[config.mk]
export PLATFORM = sky130hd
export DESIGN_NAME = pc_gen
export DESIGN_NICKNAME = d
export VERILOG_FILES = /design/src/rtl/pc_gen_pkg.sv /design/src/rtl/pc_redirect_buf.sv /design/src/rtl/pc_gen.sv
export SDC_FILE = /design/constraint.sdc
export NUM_CORES = 1
export LEC_CHECK = 0
export ABC_CLOCK_PERIOD_IN_PS = 2450
export CAP_MARGIN = 20
export CORE_ASPECT_RATIO = 1.2
export CORE_MARGIN = 2
export CORE_UTILIZATION = 45
export DETAILED_ROUTE_END_ITERATION = 6
export DONT_BUFFER_PORTS = 1
export PLACE_DENSITY = 0.69
export SYNTH_ARGS = -nofsm -noshare
export SYNTH_HDL_FRONTEND = slang
export SYNTH_SLANG_ARGS = --single-unit
[constraint.sdc]
create_clock -name clk -period 2.45 [get_ports clk]
set_clock_uncertainty 0.05 [all_clocks]
set_input_delay 0.6125 -clock clk [delete_from_list [all_inputs] [get_ports clk]]
set_output_delay 0.6125 -clock clk [all_outputs]
set_load 0.03 [all_outputs]
[src/rtl/pc_gen_pkg.sv]
// pc_gen_pkg: shared fetch-PC defaults, next-PC source encoding and group-size helpers.
package pc_gen_pkg;
  localparam int          ADDR_W_DEF     = 32;
  localparam int          FETCH_W_DEF    = 1;
  localparam logic [31:0] RESET_ADDR_DEF = 32'hBFC0_0000;
  typedef enum logic [2:0] {
    SRC_HOLD,
    SRC_EXC,
    SRC_PEND,
    SRC_BR,
    SRC_SEQ
  } pc_src_e;
  function automatic int grp_bytes(input int fw);
    return fw * 4;
  endfunction
  function automatic int grp_bits(input int fw);
    return $clog2(fw * 4);
  endfunction
endpackage

[src/rtl/pc_redirect_buf.sv]
// pc_redirect_buf: holds one branch redirect that arrived while IF was stalled; the oldest branch wins.
module pc_redirect_buf #(
  parameter int ADDR_W = 32
) (
  input  logic              clk,
  input  logic              resetn,
  input  logic              stall,
  input  logic              exc_req,
  input  logic              br_req,
  input  logic [ADDR_W-1:0] br_target,
  output logic              pend_v,
  output logic [ADDR_W-1:0] pend_tgt
);
  logic              r_v;
  logic [ADDR_W-1:0] r_tgt;
  always_ff @(posedge clk or negedge resetn) begin
    if (!resetn) begin
      r_v   <= 1'b0;
      r_tgt <= '0;
    end else if (exc_req) begin
      r_v <= 1'b0;
    end else if (stall) begin
      if (br_req && !r_v) begin
        r_v   <= 1'b1;
        r_tgt <= br_target;
      end
    end else begin
      r_v <= 1'b0;
    end
  end
  assign pend_v   = r_v;
  assign pend_tgt = r_tgt;
endmodule

[src/rtl/pc_gen.sv]
// pc_gen: IF-stage fetch-PC register with exception/branch/sequential next-PC selection,
// per-slot valid mask for a FETCH_W-wide group, and fetch-address alignment error.
module pc_gen
  import pc_gen_pkg::*;
#(
  parameter int                ADDR_W     = ADDR_W_DEF,
  parameter int                FETCH_W    = FETCH_W_DEF,
  parameter logic [ADDR_W-1:0] RESET_ADDR = ADDR_W'(RESET_ADDR_DEF)
) (
  input  logic               clk,
  input  logic               resetn,
  input  logic               stall,
  input  logic               exc_req,
  input  logic [ADDR_W-1:0]  exc_target,
  input  logic               br_req,
  input  logic [ADDR_W-1:0]  br_target,
  output logic [ADDR_W-1:0]  pc_o,
  output logic               fetch_valid,
  output logic [FETCH_W-1:0] slot_mask,
  output logic               redirect_o,
  output logic               addr_err
);
  localparam int GRP = grp_bytes(FETCH_W);
  localparam int GB  = grp_bits(FETCH_W);
  logic [ADDR_W-1:0] r_pc;
  logic              r_fv;
  logic              r_red;
  logic [ADDR_W-1:0] w_pc_nxt;
  logic [ADDR_W-1:0] w_seq;
  logic [ADDR_W-1:0] w_pend_tgt;
  logic              w_pend_v;
  logic              w_red_nxt;
  pc_src_e           w_src;
  pc_redirect_buf #(.ADDR_W(ADDR_W)) u_buf (
    .clk       (clk),
    .resetn    (resetn),
    .stall     (stall),
    .exc_req   (exc_req),
    .br_req    (br_req),
    .br_target (br_target),
    .pend_v    (w_pend_v),
    .pend_tgt  (w_pend_tgt)
  );
  // Sequential step always lands on the next group boundary, realigning a misaligned pc.
  assign w_seq = (r_pc & ~ADDR_W'(GRP - 1)) + ADDR_W'(GRP);
  always_comb begin
    w_src     = exc_req ? SRC_EXC : stall ? SRC_HOLD : w_pend_v ? SRC_PEND : br_req ? SRC_BR : SRC_SEQ;
    w_pc_nxt  = w_src == SRC_EXC  ? exc_target :
                w_src == SRC_PEND ? w_pend_tgt :
                w_src == SRC_BR   ? br_target  :
                w_src == SRC_SEQ  ? w_seq      : r_pc;
    w_red_nxt = w_src == SRC_EXC || w_src == SRC_PEND || w_src == SRC_BR;
  end
  always_ff @(posedge clk or negedge resetn) begin
    if (!resetn) begin
      r_pc  <= RESET_ADDR;
      r_fv  <= 1'b0;
      r_red <= 1'b0;
    end else begin
      r_pc  <= w_pc_nxt;
      r_fv  <= 1'b1;
      r_red <= w_red_nxt;
    end
  end
  assign pc_o        = r_pc;
  assign fetch_valid = r_fv;
  assign redirect_o  = r_red;
  assign addr_err    = |r_pc[1:0];
  generate
    if (FETCH_W == 1) begin : g_single
      assign slot_mask = 1'b1;
    end else begin : g_multi
      localparam int OW = GB - 2;
      logic [OW-1:0] w_off;
      assign w_off = r_pc[GB-1:2];
      for (genvar i = 0; i < FETCH_W; i++) begin : g_slot
        assign slot_mask[i] = OW'(i) >= w_off;
      end
    end
  endgenerate
endmodule
=== Word-level counts from Yosys, hierarchy flattened ===
Cells that the tools add are included.
W data, S select, Z words.

* Add/sub/neg operators: 1
* Eq/ne operators: 5
* Mux-type cells: 11
* Bitwise operators: 1
* Reduce and logical (&&, ||, !) cells: 7

{| class="wikitable"
|+ Operators by type and width
! cell !! number
|-
| $mux W32 || 4
|-
| $add A32 B3 Y32 const B || 1
|-
| $mux W3 || 4
|-
| $eq A3 B2 Y1 const B || 2
|-
| $reduce_bool A4 Y1 || 1
|-
| $eq A3 B1 Y1 const B || 1
|-
| $eq A3 B3 Y1 const B || 1
|-
| $mux W1 || 3
|-
| $ne A3 B1 Y1 const B || 1
|-
| $reduce_and A3 Y1 || 1
|-
| $logic_or A1 B1 Y1 || 2
|-
| $reduce_or A2 Y1 || 1
|-
| $logic_and A1 B1 Y1 || 1
|-
| $logic_not A1 Y1 || 1
|-
| $not A1 Y1 || 1
|}

* Register bits after elaboration: 67
* Bits of input ports: 69
* Output and inout bits: 36

=== Logic depth before layout (Yosys ltp) ===
* Depth after elaboration: 9
* Mapped depth: 8

=== Hierarchy ===
A second synthesis with hierarchy kept.

* Cells, all modules: 432
* Area total of the unflattened synthesis: 4,126.5 um2

{| class="wikitable"
|+ By module, submodules not included
! module !! instances !! cells each !! area each (um2) !! sequential area each (um2)
|-
| pc_gen || 1 || 360 || 2,738.9 || 862.1
|-
| pc_redirect_buf || 1 || 72 || 1,387.6 || 825.8
|}

=== Worst setup path before layout ===
Ideal clock, no wire load.

* Kind: register -> register
* Start: reg r_pc[9], in the netlist pc_o[9]
* End: reg r_pc[24], in the netlist pc_o[24]
* Library setup time: 0.082 ns
* Arrival time: 1.966 ns
* Data required time: 2.318 ns
* Setup slack: 0.352 ns
* Stages on the path, launching flop included: 7
* Cell sequence: dfrtp_1 > buf_2 > nand4_2 > or4_4 > nor3_2 > o31ai_1 > a211o_1

* Longest elaborated chain between the ends: 5

{| class="wikitable"
|+ Ends and longest elaborated chain
! element !! RTL line !! RTL
|-
| start: declaration || pc_gen.sv:25 || <nowiki>logic [ADDR_W-1:0] r_pc;</nowiki>
|-
| start signal: assignment || pc_gen.sv:60 || <nowiki>r_pc <= w_pc_nxt;</nowiki>
|-
| $add A32 B3 Y32 || pc_gen.sv:45 || <nowiki>assign w_seq = (r_pc & ~ADDR_W'(GRP - 1)) + ADDR_W'(GRP);</nowiki>
|-
| $mux W32 || pc_gen.sv:51 || <nowiki>w_src == SRC_SEQ ? w_seq : r_pc;</nowiki>
|-
| $mux W32 || pc_gen.sv:50 || <nowiki>w_src == SRC_BR ? br_target :</nowiki>
|-
| $mux W32 || pc_gen.sv:49 || <nowiki>w_src == SRC_PEND ? w_pend_tgt :</nowiki>
|-
| $mux W32 || pc_gen.sv:48 || <nowiki>w_pc_nxt = w_src == SRC_EXC ? exc_target :</nowiki>
|}

No other way between the ends. The select of a mux whose other input is x is not followed.
A chain may end at the register's enable or synchronous reset.

=== Worst setup path after layout ===
* Start: reg r_pc[16], in the netlist pc_o[16]
* End: reg r_pc[30], in the netlist pc_o[30]

Same word-level chain as after synthesis.

==> key figures <==
Logic synthesis
  • Synthesized cell area: 3871 um2
  • Most numerous cell in the Yosys netlist: dfrtp_1
  • Top post-synthesis cells by area: dfrtp_1, mux2_2, dfstp_2, o21ai_0, a21oi_1
  • Post-synth top area cell: dfrtp_1
  • Cell variety after synth: 58
  • Syn_area_per_cell: 9.559 um2
  • Commonest cells post-synth: dfrtp_1, o21ai_0, mux2_2, nor2_1, nand2_1
  • Synth top area share: 37.49%
  • Post-synthesis cell count: 405
  • Yosys Warn Count: 0
  • Post-synth EDFFs: 0
  • Asr flop ratio synth: 100.0%
  • Sequential fraction of the synthesis area: 43.60%
  • Seq cells post-synth: 67
  • Top FF cell, synth: dfrtp_1

STA
  • Slew headroom: 61.56%
  • RSZ-0062 raised after global routing: no
  • Worst Tran Pin Value: 572.3 ps
  • F_max: 0.4541 GHz
  • Setup-failing EPs final: 0
  • Period Utilization, post-route: 89.89%
  • Hold Fails Final Rpt: 0
  • Minimum clock period: 2202 ps
  • Hold WS: 50.32 ps
  • Max-slew violations: 0
  • Sum Neg Setup Slack: 0 ps

Clock tree
  • Reg clk slew, reported paths: 80 ps
  • Clk buf depth: 2
  • CTS tree: yes
  • Root buf cell: clkbuf_8
  • CTS resizes: 0
  • CTS buffer count: 9
  • H-tree depth: 3
  • Post-CTS Setup Inserts: 0
  • Clk Latency, worst-skew pair: 350 ps
  • TritonCTS Sinks: 67

Global routing
  • Total GRT Usage: 25.50%
  • First-pass GRT wire length: 18.08 mm
  • Met2 Use GR: 39.82%
  • Met1 usage: 31.56%
  • Pin count of the biggest net entering global routing: 59
  • Most used routing layer: met2
  • Congestion Overflow GR: 0
  • Vias in the first global route: 3447
  • Routing usage on met3: 8.457%
  • Initial antenna violation count: 0

Detailed routing
  • Antenna Nets Post-Route: 0
  • Wire length per cell: 21.77 um
  • DR iter-0 viols: 264
  • DR vias: 3464
  • Via density: 6.391
  • Pre-antenna DRT Iters: 5
  • WL final: 11.80 mm
  • # DRC: 0

Setup path
  • CP max stage cell: dfrtp_1
  • CP most frequent cell: nand4_1
  • Crit-path cells: nand4_1 -> nor4_4 -> nand4_1 -> o311ai_0
  • Buf/Inv on CP: 0
  • CP Capture Type: register
  • Req. time, crit path: 2610 ps
  • Cell family with most CP delay: simple AND/OR/NAND/NOR gates
  • Critical Path AT: 2360 ps
  • Setup crit start kind: register
  • Crit path kind: register to register
  • Crit path largest cell delay: 620 ps
  • Worst Path Max Fanout: 8

Final layout
  • FILL cells: 791
  • Final Cell Area: 4363 um2
  • Diode count: 0
  • Final Net Count: 490
  • Synth-to-layout area growth: 12.70%
  • Share of post-route cells with drive strength above 1: 23.06%

Place
  • DP HPWL: 8.157 mm
  • Routability congestion estimate: 0.8680
  • Dpl cell area: 4138 um2
  • PortBufs: 0

Power and ir drop
  • Total net switching power: 0.9921 mW
  • VDD IR max: 270.3 uV
  • Pint: 2.106 mW
  • Power density cells: 710.0 nW/um2
  • Logic pwr share: 21.2%
  • Pleak: 1.725 nW
  • Sequential Power Share: 48.1%
  • Tot Pwr: 3.098 mW
  • Clock power share: 30.7%
  • Switch share: 32.03%

Floorplan
  • DIE HEIGHT: 105.6 um
  • Starting density of the core: 45.69%
  • Chip width: 88.67 um
  • Core area: 8472 um2
  • IO Pins: 105
  • Die area: 9364 um2
  • # rows: 37

Job
  • Max Cap Viol: 0

Outcome
  • Status: complete, no violations

Hold path
  • Worst hold path type: input port to asynchronous set/reset pin
==> cells by family after synthesis <==
| group | count (synthesis) | synth area share (%) |
|---|---|---|
| AO/OA/AOI/OAI | 131 | 22.24 |
| AND/OR/NAND/NOR | 119 | 16.61 |
| other | 1 | 0.09687 |
| buffers and inverters | 37 | 3.846 |
| adder cells (fa/ha/maj) | 1 | 0.3232 |
| XOR/XNOR | 12 | 2.715 |
| flip-flops | 67 | 43.60 |
| multiplexers | 37 | 10.57 |
==> final timing paths <==
path                            slack [ps]            endpoint               start  cells after the start
worst max-delay path                   250            pc_o[30]            pc_o[16]                      4
worst min-delay path                    50            pc_o[24]              resetn                      0
worst max register to register         250            pc_o[30]            pc_o[16]                      4
worst min register to register         460  u_buf.pend_tgt[30]  u_buf.pend_tgt[30]                      1
max in group asynchronous             2020         fetch_valid              resetn                      1
min in group clk                       270            pc_o[29]             exc_req                      1
==> worst reg2reg max path, delay by kind of cell (launching register included) <==
kind	cells	cell delay (ps)
compound gates	1	400
flops	1	620
simple gates	3	1000
==> power by group through the flow <==
stage,Clock (mW),Sequential (mW),Combinational [mW]
after global placement,0,1.50,0.612
after floorplan,0,1.56,0.399
final,0.951,1.49,0.657
after global routing,1.01,1.51,0.716
after CTS,0.965,1.49,0.656
after detailed placement,0,1.51,0.627
==> placed cells by master, fill, tap and decap left out, types with 3 or more instances in the layout <==
cell      netlist  final
dfrtp_1        58     58
o21ai_0        33     33
mux2_2         31     31
buf_4           1     31
nor2_1         31     30
nand2_1        28     28
a21oi_1        25     25
nand3_1        14     14
a22oi_1        12     12
clkbuf_8        0     11
o22ai_1        10     10
nand4_1         9      9
a221oi_1        9      9
dfstp_2         9      9
inv_1           7      7
mux2i_1         6      6
xnor2_1         6      6
o221ai_1        6      6
a31oi_1         6      6
xor2_1          6      6
o211ai_1        5      5
nor3_1          5      5
or2_2           4      4
nor2b_1         4      4
nand2b_1        4      4
a221o_1         4      4
o31ai_1         3      3
and3_1          3      3
a211oi_1        3      3
o311ai_0        3      3
clkbuf_1       22      3
==> cell type report <==
cell class / count / area [um2] / area share, %
clock buffer: 14 / 162.7 / 3.728
clock inverter: 2 / 35.03 / 0.8030
inverter: 8 / 30.03 / 0.6883
multi-input combinational: 302 / 2041 / 46.77
sequential: 67 / 1688 / 38.69
tap: 117 / 146.4 / 3.355
timing repair buffer: 32 / 260.3 / 5.965
==> layer usage <==
metal	routed length (um)	part of all wire (%)	vias up
li1	-	-	1559
met1	4508	38	1706
met2	5885	50	171
met3	1089	9.2	28
met4	314	2.7	0
met5	0	0	-
==> flip-flops by register name (all words and copies together), names as in the netlist <==
signal and count:
fetch_valid 1, pc_o 32, redirect_o 1, u_buf.pend_tgt 32
u_buf.pend_v 1
==> through the flow <==
stage	cells	util, %	setup slack (ps)
3_5_place_dp	525	48.84	396.1
2_1_floorplan	406	-	352.4
6_report	542	51.50	247.8
3_3_place_gp	525	48.84	489.1
5_1_grt	542	51.50	65.72
4_1_cts	542	51.50	220.1
==> repair_timing <==
action,in CTS,in global routing
hold buffers,1,0
endpoints found under the setup margin,0,0
endpoints found under the hold margin,58,0
Note: power is estimated with default switching activity, not from simulation.
